<file path="config.mk">
export PLATFORM = sky130hd
export DESIGN_NAME = mem_wb_pipe_reg
export DESIGN_NICKNAME = d
export VERILOG_FILES = /design/src/rtl/mem_wb_pipe_reg.sv
export SDC_FILE = /design/constraint.sdc
export NUM_CORES = 1
export LEC_CHECK = 0
export BUFFER_PORTS_ARGS = -buffer_cell sky130_fd_sc_hd__buf_2
export CORE_UTILIZATION = 58
export CTS_BUF_LIST = sky130_fd_sc_hd__clkbuf_4
export DETAILED_ROUTE_END_ITERATION = 6
export PLACE_DENSITY = 0.78
export SLEW_MARGIN = 10
export SYNTH_ARGS = -nofsm -noshare
export SYNTH_HDL_FRONTEND = slang
export SYNTH_SLANG_ARGS = --single-unit
</file>
<file path="constraint.sdc">
create_clock -name clk -period 14.24 [get_ports clk]
set_input_delay 1.424 -clock clk [delete_from_list [all_inputs] [get_ports clk]]
set_output_delay 1.424 -clock clk [all_outputs]
set_load 0.05 [all_outputs]
</file>
<file path="src/rtl/mem_wb_pipe_reg.sv">
// ============================================================================
// Module   : mem_wb_pipe_reg
// Purpose  : Elastic MEM/WB pipeline register with a one-entry skid buffer,
//            flush, write-back data mux, forwarding copy and retire counter.
// Revision : 1.0 - initial release
// ============================================================================
`default_nettype none

module mem_wb_pipe_reg #(
    parameter int DATA_W  = 32,
    parameter int REG_W   = 5,
    parameter int MTR_W   = 2,
    parameter int COUNT_W = 16
) (
    input  logic               clk,
    input  logic               rst,

    input  logic               in_valid,
    output logic               in_ready,
    input  logic [DATA_W-1:0]  in_load_data,
    input  logic [DATA_W-1:0]  in_alu_result,
    input  logic [DATA_W-1:0]  in_link_addr,
    input  logic [REG_W-1:0]   in_dest_reg,
    input  logic               in_reg_write,
    input  logic [MTR_W-1:0]   in_mem_to_reg,

    input  logic               flush,

    output logic               out_valid,
    input  logic               out_ready,
    output logic [DATA_W-1:0]  out_wb_data,
    output logic [REG_W-1:0]   out_dest_reg,
    output logic               out_reg_write,

    output logic               fwd_valid,
    output logic [REG_W-1:0]   fwd_reg,
    output logic [DATA_W-1:0]  fwd_data,

    output logic [COUNT_W-1:0] retire_count
);

    localparam logic [MTR_W-1:0] c_MTR_ALU  = MTR_W'(0);
    localparam logic [MTR_W-1:0] c_MTR_LOAD = MTR_W'(1);
    localparam logic [MTR_W-1:0] c_MTR_LINK = MTR_W'(2);

    // Main entry (drives the outputs)
    logic               r_main_valid_q,  w_main_valid_d;
    logic [DATA_W-1:0]  r_main_load_q,   w_main_load_d;
    logic [DATA_W-1:0]  r_main_alu_q,    w_main_alu_d;
    logic [DATA_W-1:0]  r_main_link_q,   w_main_link_d;
    logic [REG_W-1:0]   r_main_dest_q,   w_main_dest_d;
    logic               r_main_rw_q,     w_main_rw_d;
    logic [MTR_W-1:0]   r_main_mtr_q,    w_main_mtr_d;

    // Skid entry
    logic               r_skid_valid_q,  w_skid_valid_d;
    logic [DATA_W-1:0]  r_skid_load_q,   w_skid_load_d;
    logic [DATA_W-1:0]  r_skid_alu_q,    w_skid_alu_d;
    logic [DATA_W-1:0]  r_skid_link_q,   w_skid_link_d;
    logic [REG_W-1:0]   r_skid_dest_q,   w_skid_dest_d;
    logic               r_skid_rw_q,     w_skid_rw_d;
    logic [MTR_W-1:0]   r_skid_mtr_q,    w_skid_mtr_d;

    logic               r_fwd_valid_q,   w_fwd_valid_d;
    logic [REG_W-1:0]   r_fwd_reg_q,     w_fwd_reg_d;
    logic [DATA_W-1:0]  r_fwd_data_q,    w_fwd_data_d;
    logic [COUNT_W-1:0] r_retire_cnt_q,  w_retire_cnt_d;

    logic               w_accept;
    logic               w_retire;
    logic [DATA_W-1:0]  w_wb_data;

    assign w_accept = in_valid & ~r_skid_valid_q;
    assign w_retire = r_main_valid_q & out_ready;

    always_comb begin
        w_wb_data = r_main_alu_q;
        case (r_main_mtr_q)
            c_MTR_ALU:  w_wb_data = r_main_alu_q;
            c_MTR_LOAD: w_wb_data = r_main_load_q;
            c_MTR_LINK: w_wb_data = r_main_link_q;
            default:    w_wb_data = r_main_alu_q;
        endcase
    end

    always_comb begin
        w_main_valid_d = r_main_valid_q;
        w_main_load_d  = r_main_load_q;
        w_main_alu_d   = r_main_alu_q;
        w_main_link_d  = r_main_link_q;
        w_main_dest_d  = r_main_dest_q;
        w_main_rw_d    = r_main_rw_q;
        w_main_mtr_d   = r_main_mtr_q;
        w_skid_valid_d = r_skid_valid_q;
        w_skid_load_d  = r_skid_load_q;
        w_skid_alu_d   = r_skid_alu_q;
        w_skid_link_d  = r_skid_link_q;
        w_skid_dest_d  = r_skid_dest_q;
        w_skid_rw_d    = r_skid_rw_q;
        w_skid_mtr_d   = r_skid_mtr_q;

        if (r_skid_valid_q) begin
            // in_ready is low here, so nothing new can arrive this cycle
            if (w_retire) begin
                w_main_valid_d = 1'b1;
                w_main_load_d  = r_skid_load_q;
                w_main_alu_d   = r_skid_alu_q;
                w_main_link_d  = r_skid_link_q;
                w_main_dest_d  = r_skid_dest_q;
                w_main_rw_d    = r_skid_rw_q;
                w_main_mtr_d   = r_skid_mtr_q;
                w_skid_valid_d = 1'b0;
            end
        end else if (!r_main_valid_q || w_retire) begin
            w_main_valid_d = w_accept;
            if (w_accept) begin
                w_main_load_d = in_load_data;
                w_main_alu_d  = in_alu_result;
                w_main_link_d = in_link_addr;
                w_main_dest_d = in_dest_reg;
                w_main_rw_d   = in_reg_write;
                w_main_mtr_d  = in_mem_to_reg;
            end
        end else if (w_accept) begin
            w_skid_valid_d = 1'b1;
            w_skid_load_d  = in_load_data;
            w_skid_alu_d   = in_alu_result;
            w_skid_link_d  = in_link_addr;
            w_skid_dest_d  = in_dest_reg;
            w_skid_rw_d    = in_reg_write;
            w_skid_mtr_d   = in_mem_to_reg;
        end

        if (flush) begin
            w_main_valid_d = 1'b0;
            w_skid_valid_d = 1'b0;
        end
    end

    // Forwarding and retire bookkeeping see retirements even during flush
    always_comb begin
        w_fwd_valid_d  = w_retire & r_main_rw_q & (r_main_dest_q != '0);
        w_fwd_reg_d    = r_fwd_reg_q;
        w_fwd_data_d   = r_fwd_data_q;
        w_retire_cnt_d = r_retire_cnt_q;
        if (w_fwd_valid_d) begin
            w_fwd_reg_d  = r_main_dest_q;
            w_fwd_data_d = w_wb_data;
        end
        if (w_retire) begin
            w_retire_cnt_d = r_retire_cnt_q + COUNT_W'(1);
        end
    end

    always_ff @(posedge clk or posedge rst) begin
        if (rst) begin
            r_main_valid_q <= 1'b0;
            r_main_load_q  <= '0;
            r_main_alu_q   <= '0;
            r_main_link_q  <= '0;
            r_main_dest_q  <= '0;
            r_main_rw_q    <= 1'b0;
            r_main_mtr_q   <= '0;
            r_skid_valid_q <= 1'b0;
            r_skid_load_q  <= '0;
            r_skid_alu_q   <= '0;
            r_skid_link_q  <= '0;
            r_skid_dest_q  <= '0;
            r_skid_rw_q    <= 1'b0;
            r_skid_mtr_q   <= '0;
            r_fwd_valid_q  <= 1'b0;
            r_fwd_reg_q    <= '0;
            r_fwd_data_q   <= '0;
            r_retire_cnt_q <= '0;
        end else begin
            r_main_valid_q <= w_main_valid_d;
            r_main_load_q  <= w_main_load_d;
            r_main_alu_q   <= w_main_alu_d;
            r_main_link_q  <= w_main_link_d;
            r_main_dest_q  <= w_main_dest_d;
            r_main_rw_q    <= w_main_rw_d;
            r_main_mtr_q   <= w_main_mtr_d;
            r_skid_valid_q <= w_skid_valid_d;
            r_skid_load_q  <= w_skid_load_d;
            r_skid_alu_q   <= w_skid_alu_d;
            r_skid_link_q  <= w_skid_link_d;
            r_skid_dest_q  <= w_skid_dest_d;
            r_skid_rw_q    <= w_skid_rw_d;
            r_skid_mtr_q   <= w_skid_mtr_d;
            r_fwd_valid_q  <= w_fwd_valid_d;
            r_fwd_reg_q    <= w_fwd_reg_d;
            r_fwd_data_q   <= w_fwd_data_d;
            r_retire_cnt_q <= w_retire_cnt_d;
        end
    end

    assign in_ready      = ~r_skid_valid_q;
    assign out_valid     = r_main_valid_q;
    assign out_wb_data   = w_wb_data;
    assign out_dest_reg  = r_main_dest_q;
    assign out_reg_write = r_main_valid_q & r_main_rw_q;
    assign fwd_valid     = r_fwd_valid_q;
    assign fwd_reg       = r_fwd_reg_q;
    assign fwd_data      = r_fwd_data_q;
    assign retire_count  = r_retire_cnt_q;

endmodule

`default_nettype wire

</file>
==> results by group <==
Timing
  – Setup TNS: 0 ns
  – Hold Slack: 0.464 ns
  – Worst clock skew: 0.0298 ns
  – Period utilization: 30.1%
  – Max_slew headroom: 23.4%
  – Unrepaired setup endpoints after global routing: false
  – Max-slew violations: 0
  – Post-layout min period: 4.28 ns
  – Hold Vio Cnt, Final: 0
  – Least-Margin Pin Slew: 1.15 ns
  – Final Setup Violations: 0
  – Max Fclk: 233 MHz
  – Final WS setup: about 10 ns

CTS
  – Clk_lat worst skew: 0.65 ns
  – CTS buffer count: 68
  – Post-CTS Setup Bufs: 0
  – CTS tree: done
  – Post_cts resized: 0
  – Clock sinks: approximately 260
  – Post-CTS Hold Fix Bufs: 0
  – Clock buffer depth: 3
  – Clk slew on worst S/H paths: 0.07 ns
  – Root buf cell: clkbuf_4
  – H-tree levels: 3

Layout
  – P&R area growth vs syn: 16.6%
  – Final nets: 1274
  – Multi-input gate area: 4460 um2
  – Register area: 6610 um2
  – FILL cells: between 1000 and 1500
  – Non-Filler Instances: 1467
  – Finished Cell Area: 13300 um2
  – Layout cells sized above 1: 36.4%

Drt
  – Vias per cell: 5.40
  – DR iter-0 viols: 482
  – First drt pass iteration count: 7
  – Routed len/inst: 16.8 um
  – Vias: approximately 8000
  – # DRC: 0
  – Final ANT Viol Nets: 0
  – Routed WL: 24700 um

Synth
  – Cell count after synthesis: 945
  – Top cell type's share of synthesized area: 57.9%
  – Synth cell types: 30
  – Commonest cells in the netlist: dfrtp_1 (264), mux2_2 (117), nor2_1 (110)
  – EDFF count, synth: 0
  – Post-Syn Area: 11400 um2
  – Count leader, synth: dfrtp_1
  – Top cells by area, synth: dfrtp_1 (58%), mux2_2 (12%), mux2i_1 (9.1%)
  – Primary flip-flop cell chosen by synthesis mapping: dfrtp_1
  – Ys Warns: 0
  – Synthesis-stage register bit count: 264
  – Synthesized area per cell: 12.1 um2
  – Sequential share of the synthesized area: between 50% and 60%
  – Synth area leader: dfrtp_1
  – Asr flop ratio synth: between 90% and 100%
  – Mapped Nets: 1057

Setup path
  – Setup CP Type: reg -> out
  – Critical path arrival: 2.86 ns
  – Worst R2R End: r_main_alu_q[10]
  – Worst-path maximum fanout: 22
  – Reg2reg setup slack: approximately 11 ns
  – Crit start category: register
  – Critical Path End Type: output pin
  – CP required: 12.82 ns
  – Reg2Reg Depth: 5
  – Worst r2r src: out_valid

Min path
  – Hold crit path type: reg -> reg
  – Hold Crit Depth: 1
  – Hold path startpoint: retire_count[15]
  – Hold Path End: retire_count[15]

Placement
  – Dpl ws: 10.27 ns
  – GPL Wtd Cong: ~0.82
  – # port buffers: 202
  – Placed cell area: 12500 um2
  – DP HPWL: roughly 16000 um
  – Placed insts: 1352

Die
  – Die Y: between 100 and 150 um
  – Die Area: 20200 um2
  – Initial Util: 60.0%
  – Core Area: 19000 um2
  – I/O pin cnt: approximately 200
  – Die Width: 142 um
  – FP Rows: 50

Pwr
  – Leakage power: about 6.0 nW
  – Net Sw Frac: 40.3%
  – Peak supply drop: ~0.00014 V
  – Combinational power share: 35.1%
  – Sequential group share of total power: 41.6%
  – Internal: roughly 1.5 mW
  – Pwr dens: roughly 190 nW/um2
  – Psw: 1.03 mW
  – Clock Power Share: 23.4%

GRT
  – Antenna violations before repair: 4
  – First-pass GRT wire length: between 40000 and 50000 um
  – Tot GR Track Use: 25.9%
  – Vias in the first global route: 8066
  – Largest net degree at the start of global routing: 120
  – GRT Residual Overflow: 0

Outcome
  – Status: finished clean

Flow run
  – Max-cap violations: 0
==> worst max-delay path, stage by stage, from the launching register on <==
cell     delay, ns
dfrtp_1       0.40
inv_1         0.07
ha_1          0.43
buf_4         0.38
a22oi_1       0.15
o21ai_0       0.41
buf_2         0.35
==> kinds of logic after synthesis <==
| group | count (synthesis) | share of synthesized area (%) |
|---|---|---|
| XOR/XNOR | 15 | 1.15 |
| multiplexers | 241 | 22.7 |
| AND/OR/NAND/NOR | 174 | 6.18 |
| buffers and inverters | 72 | 3.19 |
| AO/OA/AOI/OAI | 176 | 8.59 |
| flip-flops | 264 | 57.9 |
| adder cells (fa/ha/maj) | 3 | 0.329 |
==> routing by layer <==
layer	vias up	global-route usage [%]	routed length [um]
met3	53	6.09	1290
met2	213	42.7	12300
met5	-	0	24
met4	4	12.7	701
met1	3864	32.2	10400
li1	3795	-	-
==> through the flow <==
stage          util (%)  total power [mW]
2_1_floorplan         -              1.74
3_3_place_gp       65.8              1.94
3_5_place_dp       65.8              1.97
4_1_cts            69.9              2.57
5_1_grt            69.9              2.70
6_report           69.9              2.55
==> final cells by class <==
class                      instances  share of cell area (%)
tap                              260                    2.45
timing repair buffer             211                    8.11
antenna                            4                  0.0753
sequential                       264                    49.7
multi-input combinational        609                    33.5
inverter                           8                   0.282
clock buffer                      96                    5.42
clock inverter                    15                   0.423
==> cells in the final DEF (no fill, tap or decap), types with 2 or more instances in the layout <==
| master | instances |
|---|---|
| a21oi_1 | 106 |
| a22o_1 | 3 |
| a22oi_1 | 32 |
| and2_1 | 2 |
| and3_1 | 3 |
| buf_2 | 202 |
| buf_4 | 9 |
| clkbuf_4 | 96 |
| clkinv_1 | 9 |
| dfrtp_1 | 263 |
| diode_2 | 4 |
| ha_1 | 2 |
| inv_1 | 6 |
| inv_2 | 7 |
| mux2_1 | 20 |
| mux2_2 | 117 |
| mux2i_1 | 104 |
| nand2_1 | 42 |
| nand3_1 | 7 |
| nand4_1 | 3 |
| nor2_1 | 110 |
| nor3_1 | 2 |
| nor4_1 | 2 |
| o21ai_0 | 33 |
| xnor2_1 | 10 |
| xor2_1 | 5 |
==> how the worst max path moves through the flow <==
| stage | cells past startpoint | start | slack [ns] | endpoint |
|---|---|---|---|---|
| after CTS | 6 | r_main_mtr_q[1] | 9.92 | out_wb_data[23] |
| after detailed placement | 6 | out_ready | 10.27 | r_main_link_q[3] |
| final | 6 | r_main_mtr_q[1] | 9.96 | out_wb_data[23] |
| after global routing | 6 | r_main_mtr_q[1] | 9.82 | out_wb_data[20] |
| after floorplan | 1 | rst | 5.55 | fwd_data[0] |
| after global placement | 6 | out_ready | 10.42 | r_main_alu_q[15] |
==> power groups by stage <==
stage / clock, mW / combinational, mW / sequential (mW)
after detailed placement: 0 / 0.901 / 1.07
after CTS: 0.615 / 0.902 / 1.06
final: 0.595 / 0.893 / 1.06
after global placement: 0 / 0.881 / 1.06
after floorplan: 0 / 0.479 / 1.26
after global routing: 0.656 / 0.957 / 1.08
(Power assumes the default switching activity.)
